--- src/rtl/wave_burst_loader_pkg.sv ---
// Shared definitions for the procedural waveform burst loader: shape codes,
// FSM state encodings and the DW/AW defaults shared with the sample RAM wrapper.
package wave_burst_loader_pkg;

    localparam int DW_DEFAULT = 9;
    localparam int AW_DEFAULT = 11;

    typedef enum logic [1:0] {
        SHAPE_SQUARE = 2'd0,
        SHAPE_TRI    = 2'd1,
        SHAPE_SAW    = 2'd2,
        SHAPE_DC     = 2'd3
    } shape_t;

    typedef enum logic [1:0] {
        ST_IDLE  = 2'd0,
        ST_FILL  = 2'd1,
        ST_BURST = 2'd2,
        ST_DONE  = 2'd3
    } state_t;

    // Periods longer than the RAM can hold are shortened to the full RAM.
    function automatic logic [3:0] clamp_len(input logic [3:0] len, input logic [3:0] max_len);
        return (len > max_len) ? max_len : len;
    endfunction

endpackage

--- src/rtl/wave_burst_loader_if.sv ---
// Request/parameter and RAM-write bundle between a controller and the burst loader.
interface wave_burst_loader_if
    import wave_burst_loader_pkg::*;
#(
    parameter int DW = DW_DEFAULT
) ();
    logic          start;
    logic [1:0]    shape;
    logic [3:0]    len_log2;
    logic [DW-1:0] amp;
    logic [DW-1:0] offset;
    logic          busy;
    logic          done;
    logic          wr;
    logic [DW-1:0] wdata;

    modport master (
        output start, shape, len_log2, amp, offset,
        input  busy, done, wr, wdata
    );

    modport slave (
        input  start, shape, len_log2, amp, offset,
        output busy, done, wr, wdata
    );
endinterface

--- src/rtl/wave_shape_gen.sv ---
// Phase-to-sample mapping for the burst loader, registered once (the FILL stage).
// ph carries only the top DW+1 bits of the normalized AW-bit phase.
module wave_shape_gen
    import wave_burst_loader_pkg::*;
#(
    parameter int DW = DW_DEFAULT
) (
    input  logic          clk,
    input  logic          rst,
    input  shape_t        shape,
    input  logic [DW:0]   ph,
    input  logic          valid_in,
    input  logic          last_in,
    output logic [DW-1:0] u,
    output logic          valid,
    output logic          last
);
    logic [DW-1:0] u_next;

    always_comb begin
        u_next = '0;
        unique case (shape)
            SHAPE_SQUARE: u_next = ph[DW] ? '0 : '1;
            SHAPE_TRI:    u_next = ph[DW] ? ~ph[DW-1:0] : ph[DW-1:0];
            SHAPE_SAW:    u_next = ph[DW:1];
            SHAPE_DC:     u_next = '1;
            default:      u_next = '0;
        endcase
    end

    always_ff @(posedge clk or posedge rst) begin
        if (rst) begin
            u     <= '0;
            valid <= 1'b0;
            last  <= 1'b0;
        end else begin
            u     <= u_next;
            valid <= valid_in;
            last  <= last_in;
        end
    end
endmodule

--- src/rtl/wave_burst_loader.sv ---
// Procedural waveform writer: emits one period as a single gap-free RAM write burst.
// Define WAVE_OFFSET_EN to add a saturating DC-offset stage (one extra cycle of latency).
module wave_burst_loader
    import wave_burst_loader_pkg::*;
#(
    parameter int DW = DW_DEFAULT,
    parameter int AW = AW_DEFAULT
) (
    input logic                clk,
    input logic                rst,
    wave_burst_loader_if.slave bus
);
    localparam logic [3:0] AW_L = 4'(AW);

    state_t        state_reg, state_next;
    logic          accept;
    logic          busy_reg, done_reg;
    shape_t        shape_reg;
    logic [3:0]    len_reg;
    logic [DW-1:0] amp_reg;
    logic [AW-1:0] p_reg, last_p, ph;
    logic          gen_on_reg;
    logic [DW:0]   ph_top;
    logic [DW-1:0] u;
    logic          u_valid, u_last;
    logic [2*DW-1:0] product;
    logic [DW-1:0] scaled;
    logic          wr_reg, wr_last_reg;
    logic [DW-1:0] wdata_reg;

    always_comb begin
        state_next = state_reg;
        accept     = 1'b0;
        unique case (state_reg)
            ST_IDLE: begin
                if (bus.start) begin
                    accept     = 1'b1;
                    state_next = ST_FILL;
                end
            end
            ST_FILL:  state_next = ST_BURST;
            ST_BURST: if (wr_reg && wr_last_reg) state_next = ST_DONE;
            ST_DONE: begin
                // Back-to-back start is legal here: the done cycle is the idle gap.
                if (bus.start) begin
                    accept     = 1'b1;
                    state_next = ST_FILL;
                end else begin
                    state_next = ST_IDLE;
                end
            end
            default: state_next = ST_IDLE;
        endcase
    end

    always_ff @(posedge clk or posedge rst) begin
        if (rst) begin
            state_reg <= ST_IDLE;
            busy_reg  <= 1'b0;
            done_reg  <= 1'b0;
        end else begin
            state_reg <= state_next;
            busy_reg  <= (state_next == ST_FILL) || (state_next == ST_BURST);
            done_reg  <= (state_next == ST_DONE);
        end
    end

`ifdef WAVE_OFFSET_EN
    logic [DW-1:0] offset_reg;
`endif

    // Parameter latch and phase counter; p sweeps 0..N-1 once per accepted start.
    always_ff @(posedge clk or posedge rst) begin
        if (rst) begin
            shape_reg  <= SHAPE_SQUARE;
            len_reg    <= '0;
            amp_reg    <= '0;
            p_reg      <= '0;
            gen_on_reg <= 1'b0;
`ifdef WAVE_OFFSET_EN
            offset_reg <= '0;
`endif
        end else if (accept) begin
            shape_reg  <= shape_t'(bus.shape);
            len_reg    <= clamp_len(bus.len_log2, AW_L);
            amp_reg    <= bus.amp;
            p_reg      <= '0;
            gen_on_reg <= 1'b1;
`ifdef WAVE_OFFSET_EN
            offset_reg <= bus.offset;
`endif
        end else if (gen_on_reg) begin
            if (p_reg == last_p) begin
                p_reg      <= '0;
                gen_on_reg <= 1'b0;
            end else begin
                p_reg <= p_reg + 1'b1;
            end
        end
    end

    assign last_p = ~({AW{1'b1}} << len_reg);
    assign ph     = p_reg << (AW_L - len_reg);
    assign ph_top = (DW+1)'(ph >> (AW - DW - 1));

    wave_shape_gen #(.DW(DW)) u_shape (
        .clk      (clk),
        .rst      (rst),
        .shape    (shape_reg),
        .ph       (ph_top),
        .valid_in (gen_on_reg),
        .last_in  (gen_on_reg && (p_reg == last_p)),
        .u        (u),
        .valid    (u_valid),
        .last     (u_last)
    );

    assign product = {{DW{1'b0}}, u} * {{DW{1'b0}}, amp_reg};
    assign scaled  = DW'(product >> DW);

`ifdef WAVE_OFFSET_EN
    logic [DW-1:0] s_reg;
    logic          s_valid, s_last;
    logic [DW:0]   sum;

    assign sum = {1'b0, s_reg} + {1'b0, offset_reg};

    always_ff @(posedge clk or posedge rst) begin
        if (rst) begin
            s_reg       <= '0;
            s_valid     <= 1'b0;
            s_last      <= 1'b0;
            wr_reg      <= 1'b0;
            wr_last_reg <= 1'b0;
            wdata_reg   <= '0;
        end else begin
            s_reg       <= scaled;
            s_valid     <= u_valid;
            s_last      <= u_last;
            wr_reg      <= s_valid;
            wr_last_reg <= s_last;
            wdata_reg   <= sum[DW] ? '1 : sum[DW-1:0];
        end
    end
`else
    always_ff @(posedge clk or posedge rst) begin
        if (rst) begin
            wr_reg      <= 1'b0;
            wr_last_reg <= 1'b0;
            wdata_reg   <= '0;
        end else begin
            wr_reg      <= u_valid;
            wr_last_reg <= u_last;
            wdata_reg   <= scaled;
        end
    end
`endif

    assign bus.busy  = busy_reg;
    assign bus.done  = done_reg;
    assign bus.wr    = wr_reg;
    assign bus.wdata = wdata_reg;
endmodule

--- src/flat_wrapper.sv ---
// flat-port wrapper written by rule: the top's interface ports become plain ports
module wave_burst_loader_flat import wave_burst_loader_pkg::*;
#(
    parameter int DW = DW_DEFAULT,
    parameter int AW = AW_DEFAULT
)
  (clk, rst, bus_start, bus_shape, bus_len_log2, bus_amp, bus_offset, bus_busy, bus_done, bus_wr, bus_wdata);
  wave_burst_loader_if #(.DW(DW)) bus_i ();
  input logic clk;
  input logic rst;
  input wire logic [$bits(bus_i.start)-1:0] bus_start;
  input wire logic [$bits(bus_i.shape)-1:0] bus_shape;
  input wire logic [$bits(bus_i.len_log2)-1:0] bus_len_log2;
  input wire logic [$bits(bus_i.amp)-1:0] bus_amp;
  input wire logic [$bits(bus_i.offset)-1:0] bus_offset;
  output wire logic [$bits(bus_i.busy)-1:0] bus_busy;
  output wire logic [$bits(bus_i.done)-1:0] bus_done;
  output wire logic [$bits(bus_i.wr)-1:0] bus_wr;
  output wire logic [$bits(bus_i.wdata)-1:0] bus_wdata;
  assign bus_i.start = bus_start;
  assign bus_i.shape = bus_shape;
  assign bus_i.len_log2 = bus_len_log2;
  assign bus_i.amp = bus_amp;
  assign bus_i.offset = bus_offset;
  assign bus_busy = bus_i.busy;
  assign bus_done = bus_i.done;
  assign bus_wr = bus_i.wr;
  assign bus_wdata = bus_i.wdata;
  wave_burst_loader #(.DW(DW), .AW(AW)) u_core (.clk(clk), .rst(rst), .bus(bus_i));
endmodule
--- config.mk ---
export PLATFORM = sky130hd
export DESIGN_NAME = wave_burst_loader_flat
export DESIGN_NICKNAME = d
export VERILOG_FILES = /design/src/rtl/wave_burst_loader_pkg.sv /design/src/rtl/wave_burst_loader_if.sv /design/src/rtl/wave_shape_gen.sv /design/src/rtl/wave_burst_loader.sv /design/src/flat_wrapper.sv
export SDC_FILE = /design/constraint.sdc
export NUM_CORES = 1
export LEC_CHECK = 0
export ABC_AREA = 1
export BUFFER_PORTS_ARGS = -buffer_cell sky130_fd_sc_hd__buf_4
export CAP_MARGIN = 20
export CORE_ASPECT_RATIO = 1.2
export CORE_MARGIN = 4
export CORE_UTILIZATION = 23
export DETAILED_ROUTE_END_ITERATION = 8
export SLEW_MARGIN = 20
export SYNTH_ARGS = -nofsm -noshare
export SYNTH_HDL_FRONTEND = slang
export SYNTH_SLANG_ARGS = --single-unit
--- constraint.sdc ---
create_clock -name clk -period 5.2 [get_ports clk]
set_input_delay 0.26 -clock clk [delete_from_list [all_inputs] [get_ports clk]]
set_output_delay 0.26 -clock clk [all_outputs]
set_load 0.03 [all_outputs]
## Yosys cells after proc, flatten, opt, wreduce, memory -nomap -nowiden

Cells that the tools add are included.
W data, S select, Z words.

| storage, ports and cells | value |
|---|---|
| output and inout bits | 12 |
| register bits | 53 |

| operators by class | value |
|---|---|
| add/sub/neg operators | 2 |
| shift-type cells | 2 |
| reductions and logical operators | 7 |
| equal/unequal tests | 10 |
| $lt $le $gt $ge | 1 |
| multipliers | 1 |
| muxes and demuxes | 16 |
| bitwise logic cells | 2 |

Operators by type and width:

| kind | count |
|---|---|
| $pmux W9 S4 | 1 |
| $mux W11 | 3 |
| $mul A9 B9 Y18 | 1 |
| $mux W9 | 2 |
| $eq A2 B2 Y1 const B | 6 |
| $add A11 B1 Y11 const B | 1 |
| $eq A11 B11 Y1 | 1 |
| $not A11 Y11 | 1 |
| $shl A11 B4 Y11 | 1 |
| $shl A11 B4 Y11 const A | 1 |
| $not A9 Y9 | 1 |
| $pmux W2 S4 | 1 |
| $eq A2 B1 Y1 const B | 3 |
| $mux W1 | 6 |
| $gt A4 B4 Y1 const B | 1 |
| $logic_not A2 Y1 | 2 |
| $mux W2 | 2 |
| $mux W4 | 1 |
| $sub A4 B4 Y4 const A | 1 |
| $logic_and A1 B1 Y1 | 2 |
| $reduce_bool A2 Y1 | 1 |
| $reduce_or A2 Y1 | 1 |
| $logic_or A1 B1 Y1 | 1 |

## Logic depth before layout (Yosys ltp)

Gate-level depths: netlist of the first run.

| logic depth | value |
|---|---|
| depth in word-level cells | 6 |
| gate-level depth with buffers | 20 |
| mapped depth without buffers | 19 |

## By module

From an unflattened synthesis of the first run, not the netlist that was laid out.

| second synthesis, totals | value |
|---|---|
| cells, all modules | 787 |
| area total of the unflattened synthesis | 5693.0 µm² |

Modules (own cells, without submodules):

| module | cells an instance | sequential area each (µm²) | times used | area each (µm²) |
|---|---|---|---|---|
| wave_burst_loader | 711 | 1051.0 | 1 | 5113.7 |
| wave_shape_gen | 76 | 275.3 | 1 | 579.3 |

## Worst setup path after synthesis of the first run

No wires, ideal clock.

| timing path | value |
|---|---|
| kind | reg-to-reg |
| start | reg u_core.amp_reg[8] |
| end | reg u_core.wdata_reg[2], in the netlist u_core.bus.wdata[2] |
| library setup time | 117 ps |
| setup slack | 1204 ps |
| stages on the path, launching flop included | 18 |
| arrival time | 3880 ps |
| clock period less this slack | 3996 ps |
| required time | 5083 ps |
| path through | dfrtp_1 -> clkbuf_1 -> nand2_1 -> fa_1 -> fa_1 -> inv_1 -> fa_1 -> inv_1 -> fa_1 -> inv_1 -> ha_1 -> a21o_1 -> nor2_1 -> o31ai_4 -> nand2_1 -> nand2_1 -> nand2_1 -> nand2_1 |

| between the ends | value |
|---|---|
| word-level cells in the longest chain between the ends | 1 |

RTL lines:

| item | RTL line | RTL |
|---|---|---|
| start, declared | wave_burst_loader.sv:20 | `logic [DW-1:0] amp_reg;` |
| start signal, assigned | wave_burst_loader.sv:86 | `amp_reg <= bus.amp;` |
| $mul A9 B9 Y18 | wave_burst_loader.sv:118 | `assign product = {{DW{1'b0}}, u} * {{DW{1'b0}}, amp_reg};` |
| via u_core.product[11] | wave_burst_loader.sv:26 | `logic [2*DW-1:0] product;` |
| end signal, assigned | wave_burst_loader.sv:154 | `wdata_reg <= scaled;` |
| end, declared | wave_burst_loader.sv:29 | `logic [DW-1:0] wdata_reg;` |

The timed path passes the listed nets, and every way through them passes these cells.
A chain may end at the register's enable or synchronous reset.

## Final worst setup path of the first run

| timing path | value |
|---|---|
| start | reg u_core.amp_reg[8] |
| end | reg u_core.wdata_reg[6], in the netlist u_core.bus.wdata[6] |

Same word-level chain as after synthesis.

==> flow_metrics.py, run 1 <==
metrics = {
    "run_status": {
        "status": "finished clean",
    },
    "setup_path": {
        "setup.worst_path.class": "reg -> reg",
        "cp.arrival_ps": 4420,
        "critPathRequiredTime_ps": 5410,
        "regToRegSetupSlack_ps": 990,
        "cp_max_fo": 10,
        "r2r_start": "u_core.amp_reg[8]$_DFFE_PP0P_",
        "reg2regPathDepth": 16,
        "cp-start-kind": "register",
        "end_kind": "register",
        "timing.rr.end": "u_core.bus.wdata[6]$_DFF_PP0_",
    },
    "finish": {
        "layout_common_cells": "nand2_1 (280), inv_1 (159), nand3_1 (69)",
        "drive_gt1_share_pct": 7.98,
        "largest_reg_flops": 11,
        "nets": 955,
        "final_core_util_pct": 25.7,
        "layout_commonest_cell": "nand2_1",
        "insertedDiodeCount": 0,
        "final_cell_count_no_fill": 1170,
        "area_growth_pct": 9.93,
    },
    "cts": {
        "cts_made_buffers": 5,
        "clk_pin_slew_ps": 80,
        "htree_levels": 2,
        "cts_tree": "yes",
        "cts_buffer_depth": 2,
        "root_buffer": "clkbuf_16",
        "cts_hold_repair.buffers": 0,
        "post_cts_resized": 0,
        "post_cts_buffers": 0,
        "cts_num_sinks": 53,
        "clkLatencyLatePin_ps": 310,
    },
    "grt": {
        "grt_pass1_wl_um": 24500,
        "track_usage_pct": 10.4,
        "first_global_vias": 5096,
        "grt_start_max_net_pins": 54,
        "grt_overflow_total": 0,
        "grt_antenna_before_repair": 0,
    },
    "floorplan": {
        "die_h_um": 184,
        "die_w_um": 155,
        "initial_utilization_pct": 23.4,
        "design.core.area_mm2": 0.0255,
        "num_rows": 64,
        "die-area_mm2": 0.0285,
        "ios": 39,
    },
    "route": {
        "drt_pass1_iterations": 5,
        "drc": 0,
        "wl_per_cell_um": 12.1,
        "ant_nets": 0,
        "drtIter0Drc": 319,
        "viasPerCell": 4.32,
        "routed_wl_um": 14200,
        "route.vias.total": 5057,
    },
    "sta": {
        "fin_setup_tns_ps": 0,
        "rsz0062_at_grt": "no",
        "fin_crit_sh_pct": 80.9,
        "drv_slew": 0,
        "whs_ps": 137,
        "setup_viol": 0,
        "relSlewSlack_pct": 45.8,
        "worst_pin_slew_ps": 813,
        "finClkSkew_ps": 13.3,
        "layout_min_cycle_time_ps": 4210,
        "timing.fmax_mhz": 238,
        "final-hold-violation-count": 0,
    },
    "place": {
        "hpwlAfterDp_um": 11200,
        "numPortBuffers": 29,
        "finalWeightedCongestion": 0.872,
        "dp_cells": 1162,
    },
    "yosys": {
        "async_reset_ff_share_pct": 100,
        "synth_ff_type": "dfrtp_1",
        "yosys_warnings": 0,
        "syn_inst": 839,
        "syn_area_mm2": 0.00595,
        "synth_edf_count": 0,
        "ys_seq_area_share_pct": 22.3,
        "ys_ff_latch": 53,
        "post_synth.cell_area_avg_um2": 7.09,
        "synth_fp_nets": 955,
        "yosysUniqueCellTypes": 40,
    },
    "hold_path": {
        "hold_class": "in -> async",
    },
    "flow_run": {
        "maxCapViolCount": 0,
    },
}
-- cells by family (layout without fill, tap and decap cells) --
logic type | count (synthesis) | after routing | share of synthesized area, %
and+or+nand+nor | 431 | 431 | 32.0
adders and majority gates | 89 | 89 | 24.9
buffers and inverters | 205 | 206 | 14.4
xor gates and xnor gates | 11 | 11 | 1.62
DFF | 53 | 53 | 22.3
AOI/OAI and AO/OA | 50 | 50 | 4.86
-- worst max-delay path, stage by stage, from the launching register on --
cell and delay (ps):
dfrtp_1 560, nand2_1 160, fa_1 530, fa_1 550, inv_1 50, fa_1 520, inv_1 50, fa_1 520
inv_1 40, ha_1 330, a21o_1 200, nand2_1 60, nand2_1 50, a211oi_1 270, nand2_1 80, nand2_1 70
nand2_1 50
-- cell usage after synthesis (all sizes together) (2+ instances only) --
cell / n / area share, %
nor2: 33 / 2.2
xor2: 8 / 1.2
a211oi: 2 / 0.25
nand3: 75 / 7.2
xnor2: 3 / 0.44
buf: 18 / 2.5
nor3: 9 / 1.0
a21oi: 15 / 1.3
nand3b: 6 / 0.76
ha: 40 / 8.4
dfrtp: 53 / 22
nand4: 18 / 1.9
fa: 49 / 16
inv: 167 / 11
nand2: 287 / 19
clkbuf: 20 / 1.3
o21ai: 27 / 2.3
-- final cells by class --
cell class,count,area (um^2)
Inverter,167,632
Tap cell,330,413
Multi-Input combinational cell,581,3770
Clock inverter,2,38.8
Clock buffer,6,129
Fill cell,2845,18900
Sequential cell,53,1330
Timing Repair Buffer,31,233
-- how the worst max path moves through the flow --
stage | from | end | slack [ps] | cells past startpoint
CTS | u_core.amp_reg[8]$_DFFE_PP0P_ | u_core.bus.wdata[6]$_DFF_PP0_ | 960 | 16
global placement | u_core.u_shape.u[2]$_DFF_PP0_ | u_core.bus.wdata[6]$_DFF_PP0_ | 1030 | 15
finish | u_core.amp_reg[8]$_DFFE_PP0P_ | u_core.bus.wdata[6]$_DFF_PP0_ | 990 | 16
floorplan | u_core.amp_reg[8]$_DFFE_PP0P_ | u_core.bus.wdata[2]$_DFF_PP0_ | 1200 | 17
detailed placement | u_core.amp_reg[8]$_DFFE_PP0P_ | u_core.bus.wdata[8]$_DFF_PP0_ | 970 | 16
global route | u_core.amp_reg[7]$_DFFE_PP0P_ | u_core.bus.wdata[7]$_DFF_PP0_ | 650 | 15
-- routing by layer --
layer | vias up | part of all wire [%] | global-route usage, %
met3 | 19 | 4.4 | 1.78
met4 | 0 | 1.9 | 3.14
met1 | 2375 | 43 | 12.7
met2 | 107 | 50 | 18.8
met5 | - | 0 | 0
li1 | 2556 | - | -
-- metrics by stage --
stage	instance area, um^2	worst slack, ps
finish	6540	992
global route	6540	653
CTS	6540	957
detailed placement	6370	973
global placement	6370	1030
floorplan	5950	1200
Power of run 1 is not shown: default switching activity piles up to over one toggle a cycle in this logic, so the estimate is an artifact.
==> run 2: changes to the inputs <==
--- a/config.mk
+++ b/config.mk
@@ -5,7 +5,7 @@
 export SDC_FILE = /design/constraint.sdc
 export NUM_CORES = 1
 export LEC_CHECK = 0
-export ABC_AREA = 1
+export ABC_AREA = 0
 export BUFFER_PORTS_ARGS = -buffer_cell sky130_fd_sc_hd__buf_4
 export CAP_MARGIN = 20
 export CORE_ASPECT_RATIO = 1.2
==> constraint.sdc (replaced) <==
create_clock -name clk -period 4 [get_ports clk]
set_input_delay 0.2 -clock clk [delete_from_list [all_inputs] [get_ports clk]]
set_output_delay 0.2 -clock clk [all_outputs]
set_load 0.03 [all_outputs]
==> run 2 against run 1 <==
The flow now finishes with violations (setup timing). Sequential cell count did not move. First-iteration DRC count fell by 53%. Routed wire length fell by 15%. Clock-buffer cell count did not move. Via count fell by 20%. Global-route usage fell by 0.68 points. Non-clock buffer count rose by 53. Cell area fell by 0.61%. Die area fell by 12%. Highest routed layer unchanged.
==> flow_metrics.py, run 2 <==
metrics = {
    "run_status": {
        "status": "finished, violations left",
        "violations": "setup timing",
    },
    "yosys": {
        "ys_ff_latch": 53,
        "syn_inst": 562,
        "post_synth.cell_area_avg_um2": 9.29,
        "yosys.area.top_type_share_pct": 25.4,
        "async_reset_ff_share_pct": 100,
        "yosysUniqueCellTypes": 55,
        "synth_common_cells": "nand2_1 (91), inv_1 (70), dfrtp_1 (53)",
        "ys_seq_area_share_pct": 25.4,
        "synth.area.top_cells": "dfrtp_1 (25%), fa_1 (19%), ha_1 (9.6%), nand2_1 (6.5%), and2_1 (5.9%)",
        "yosysMostFrequentCell": "nand2_1",
        "synth_top_area_cell": "dfrtp_1",
        "synth_fp_nets": 678,
        "synth_edf_count": 0,
        "syn_area_mm2": 0.00522,
        "synth_ff_type": "dfrtp_1",
        "yosys_warnings": 0,
    },
    "finish": {
        "insertedDiodeCount": 0,
        "drive_gt1_share_pct": 25.7,
        "largest_reg_flops": 11,
        "area_growth_pct": 24.5,
        "layout_common_cells": "nand2_1 (85), buf_4 (72), inv_1 (61)",
        "layout_commonest_cell": "nand2_1",
        "nets": 745,
        "design_area_mm2": 0.00650,
        "n_fill_cell": 2367,
    },
    "flow_run": {
        "maxCapViolCount": 0,
    },
    "sta": {
        "fin_setup_tns_ps": -173,
        "worst_pin_slew_ps": 1000,
        "finClkSkew_ps": 5.01,
        "setup_viol": 5,
        "drv_slew": 0,
        "timing.fmax_mhz": 247,
        "worst_slack_ps": -55.8,
        "fin_crit_sh_pct": 101,
        "final-hold-violation-count": 0,
        "layout_min_cycle_time_ps": 4060,
        "rsz0062_at_grt": "yes",
        "relSlewSlack_pct": 33.0,
    },
    "grt": {
        "grt_start_max_net_pins": 54,
        "grt_pass1_wl_um": 20500,
        "track_usage_pct": 9.75,
        "first_global_vias": 4080,
        "grt_antenna_before_repair": 0,
        "grt_overflow_total": 0,
    },
    "floorplan": {
        "num_rows": 60,
        "die_w_um": 146,
        "ios": 39,
        "initial_utilization_pct": 23.3,
        "design.core.area_mm2": 0.0224,
        "die_h_um": 173,
        "die-area_mm2": 0.0252,
    },
    "route": {
        "viasPerCell": 4.46,
        "ant_nets": 0,
        "drc": 0,
        "drt_pass1_iterations": 4,
        "drtIter0Drc": 150,
        "wl_per_cell_um": 13.2,
        "route.vias.total": 4055,
        "routed_wl_um": 12000,
    },
    "cts": {
        "cts_hold_repair.buffers": 0,
        "cts_num_sinks": 53,
        "clkLatencyLatePin_ps": 300,
        "cts_buffer_depth": 2,
        "root_buffer": "clkbuf_16",
        "cts_tree": "yes",
        "clk_pin_slew_ps": 70,
        "cts_made_buffers": 5,
        "htree_levels": 2,
    },
    "setup_path": {
        "cp.arrival_ps": 4240,
        "setup.worst_path.class": "reg -> reg",
        "end_kind": "register",
        "cp_max_fo": 3,
        "cp-start-kind": "register",
        "critPathRequiredTime_ps": 4190,
    },
    "place": {
        "finalWeightedCongestion": 0.854,
        "hpwlAfterDp_um": 8840,
        "postPlaceCellArea_mm2": 0.00596,
        "numPortBuffers": 29,
    },
    "hold_path": {
        "hold_class": "in -> async",
    },
}
-- run 2: cell count changes after synthesis, moves of 6 or more --
cell	previous run	this run
buf_6	8	2
a21oi_1	15	9
mux2i_1	0	14
mux4_2	0	7
o22a_1	0	6
nand4_1	18	5
clkbuf_1	19	13
xnor2_1	3	12
inv_1	160	70
o21a_1	0	6
nand3_1	69	6
and2_1	1	49
nand2_1	280	91
-- run 2: layout make-up --
| cell class | instances | area, um^2 | area share, % |
|---|---|---|---|
| multi-input combinational | 415 | 3710 | 57.1 |
| tap | 279 | 349 | 5.37 |
| timing repair buffer | 84 | 684 | 10.5 |
| inverter | 70 | 263 | 4.04 |
| clock buffer | 6 | 139 | 2.14 |
| clock inverter | 2 | 13.8 | 0.212 |
| sequential | 53 | 1340 | 20.6 |
-- run 2: timing repair --
item,in CTS,in global routing
endpoints found under the setup margin,8,8
buffers inserted,19,3
hold endpoints to repair,0,0
pin swaps,48,14
gates cloned,0,0
resized for setup,48,15
-- run 2: path summary, 6_finish.rpt --
| path | from | end | slack (ps) | depth (start not counted) |
|---|---|---|---|---|
| setup / recovery | u_core.amp_reg[0]$_DFFE_PP0P_ | u_core.bus.wdata[5]$_DFF_PP0_ | -60 | 16 |
| hold / removal | rst | u_core.bus.busy$_DFF_PP0_ | 80 | 3 |
| setup reg to reg | u_core.amp_reg[0]$_DFFE_PP0P_ | u_core.bus.wdata[5]$_DFF_PP0_ | -60 | 16 |
| hold reg to reg | u_core.u_shape.last$_DFF_PP0_ | u_core.wr_last_reg$_DFF_PP0_ | 360 | 0 |
| max in group asynchronous | rst | u_core.amp_reg[4]$_DFFE_PP0P_ | 3380 | 3 |
| min in group clk | bus_amp[3] | u_core.amp_reg[3]$_DFFE_PP0P_ | 90 | 3 |
-- run 2: critical path: stages (launching register included) --
cell      delay, ps
dfrtp_1         440
buf_6           130
nand2_2          50
fa_1            500
inv_2            50
fa_1            470
fa_1            490
inv_1            50
fa_1            480
inv_2            50
ha_4            260
o211ai_1         90
or2_4           280
o22ai_4         180
or2_4           190
a41oi_2          90
xnor2_1         140
-- run 2: stage by stage --
| stage | hold slack (ps) | setup WS, ps | instances | util (%) |
|---|---|---|---|---|
| finish | 84.8 | -55.8 | 909 | 29.1 |
| global route | 96.3 | -219 | 909 | 29.1 |
| CTS | 90.5 | -14.2 | 906 | 28.7 |
| detailed placement | 341 | -285 | 879 | 26.6 |
| global placement | 333 | -202 | 879 | 26.6 |
| floorplan | 305 | -30.6 | 562 | - |
-- run 2: cells by family after synthesis --
logic type,share of synthesized area [%]
DFF,25.4
xor gates and xnor gates,3.35
buffers and inverters,7.21
adders and majority gates,28.6
AOI/OAI and AO/OA,9.59
and+or+nand+nor,19.3
muxes,6.57
-- run 2: metal layers --
metal | global-route usage, % | vias up | share of wire [%]
li1 | - | 1971 | -
met1 | 13.0 | 1978 | 45
met2 | 16.1 | 96 | 49
met3 | 2.39 | 10 | 4.6
met4 | 2.22 | 0 | 1.2
met5 | 0 | - | 0
Power of run 2 is left out for the same reason.
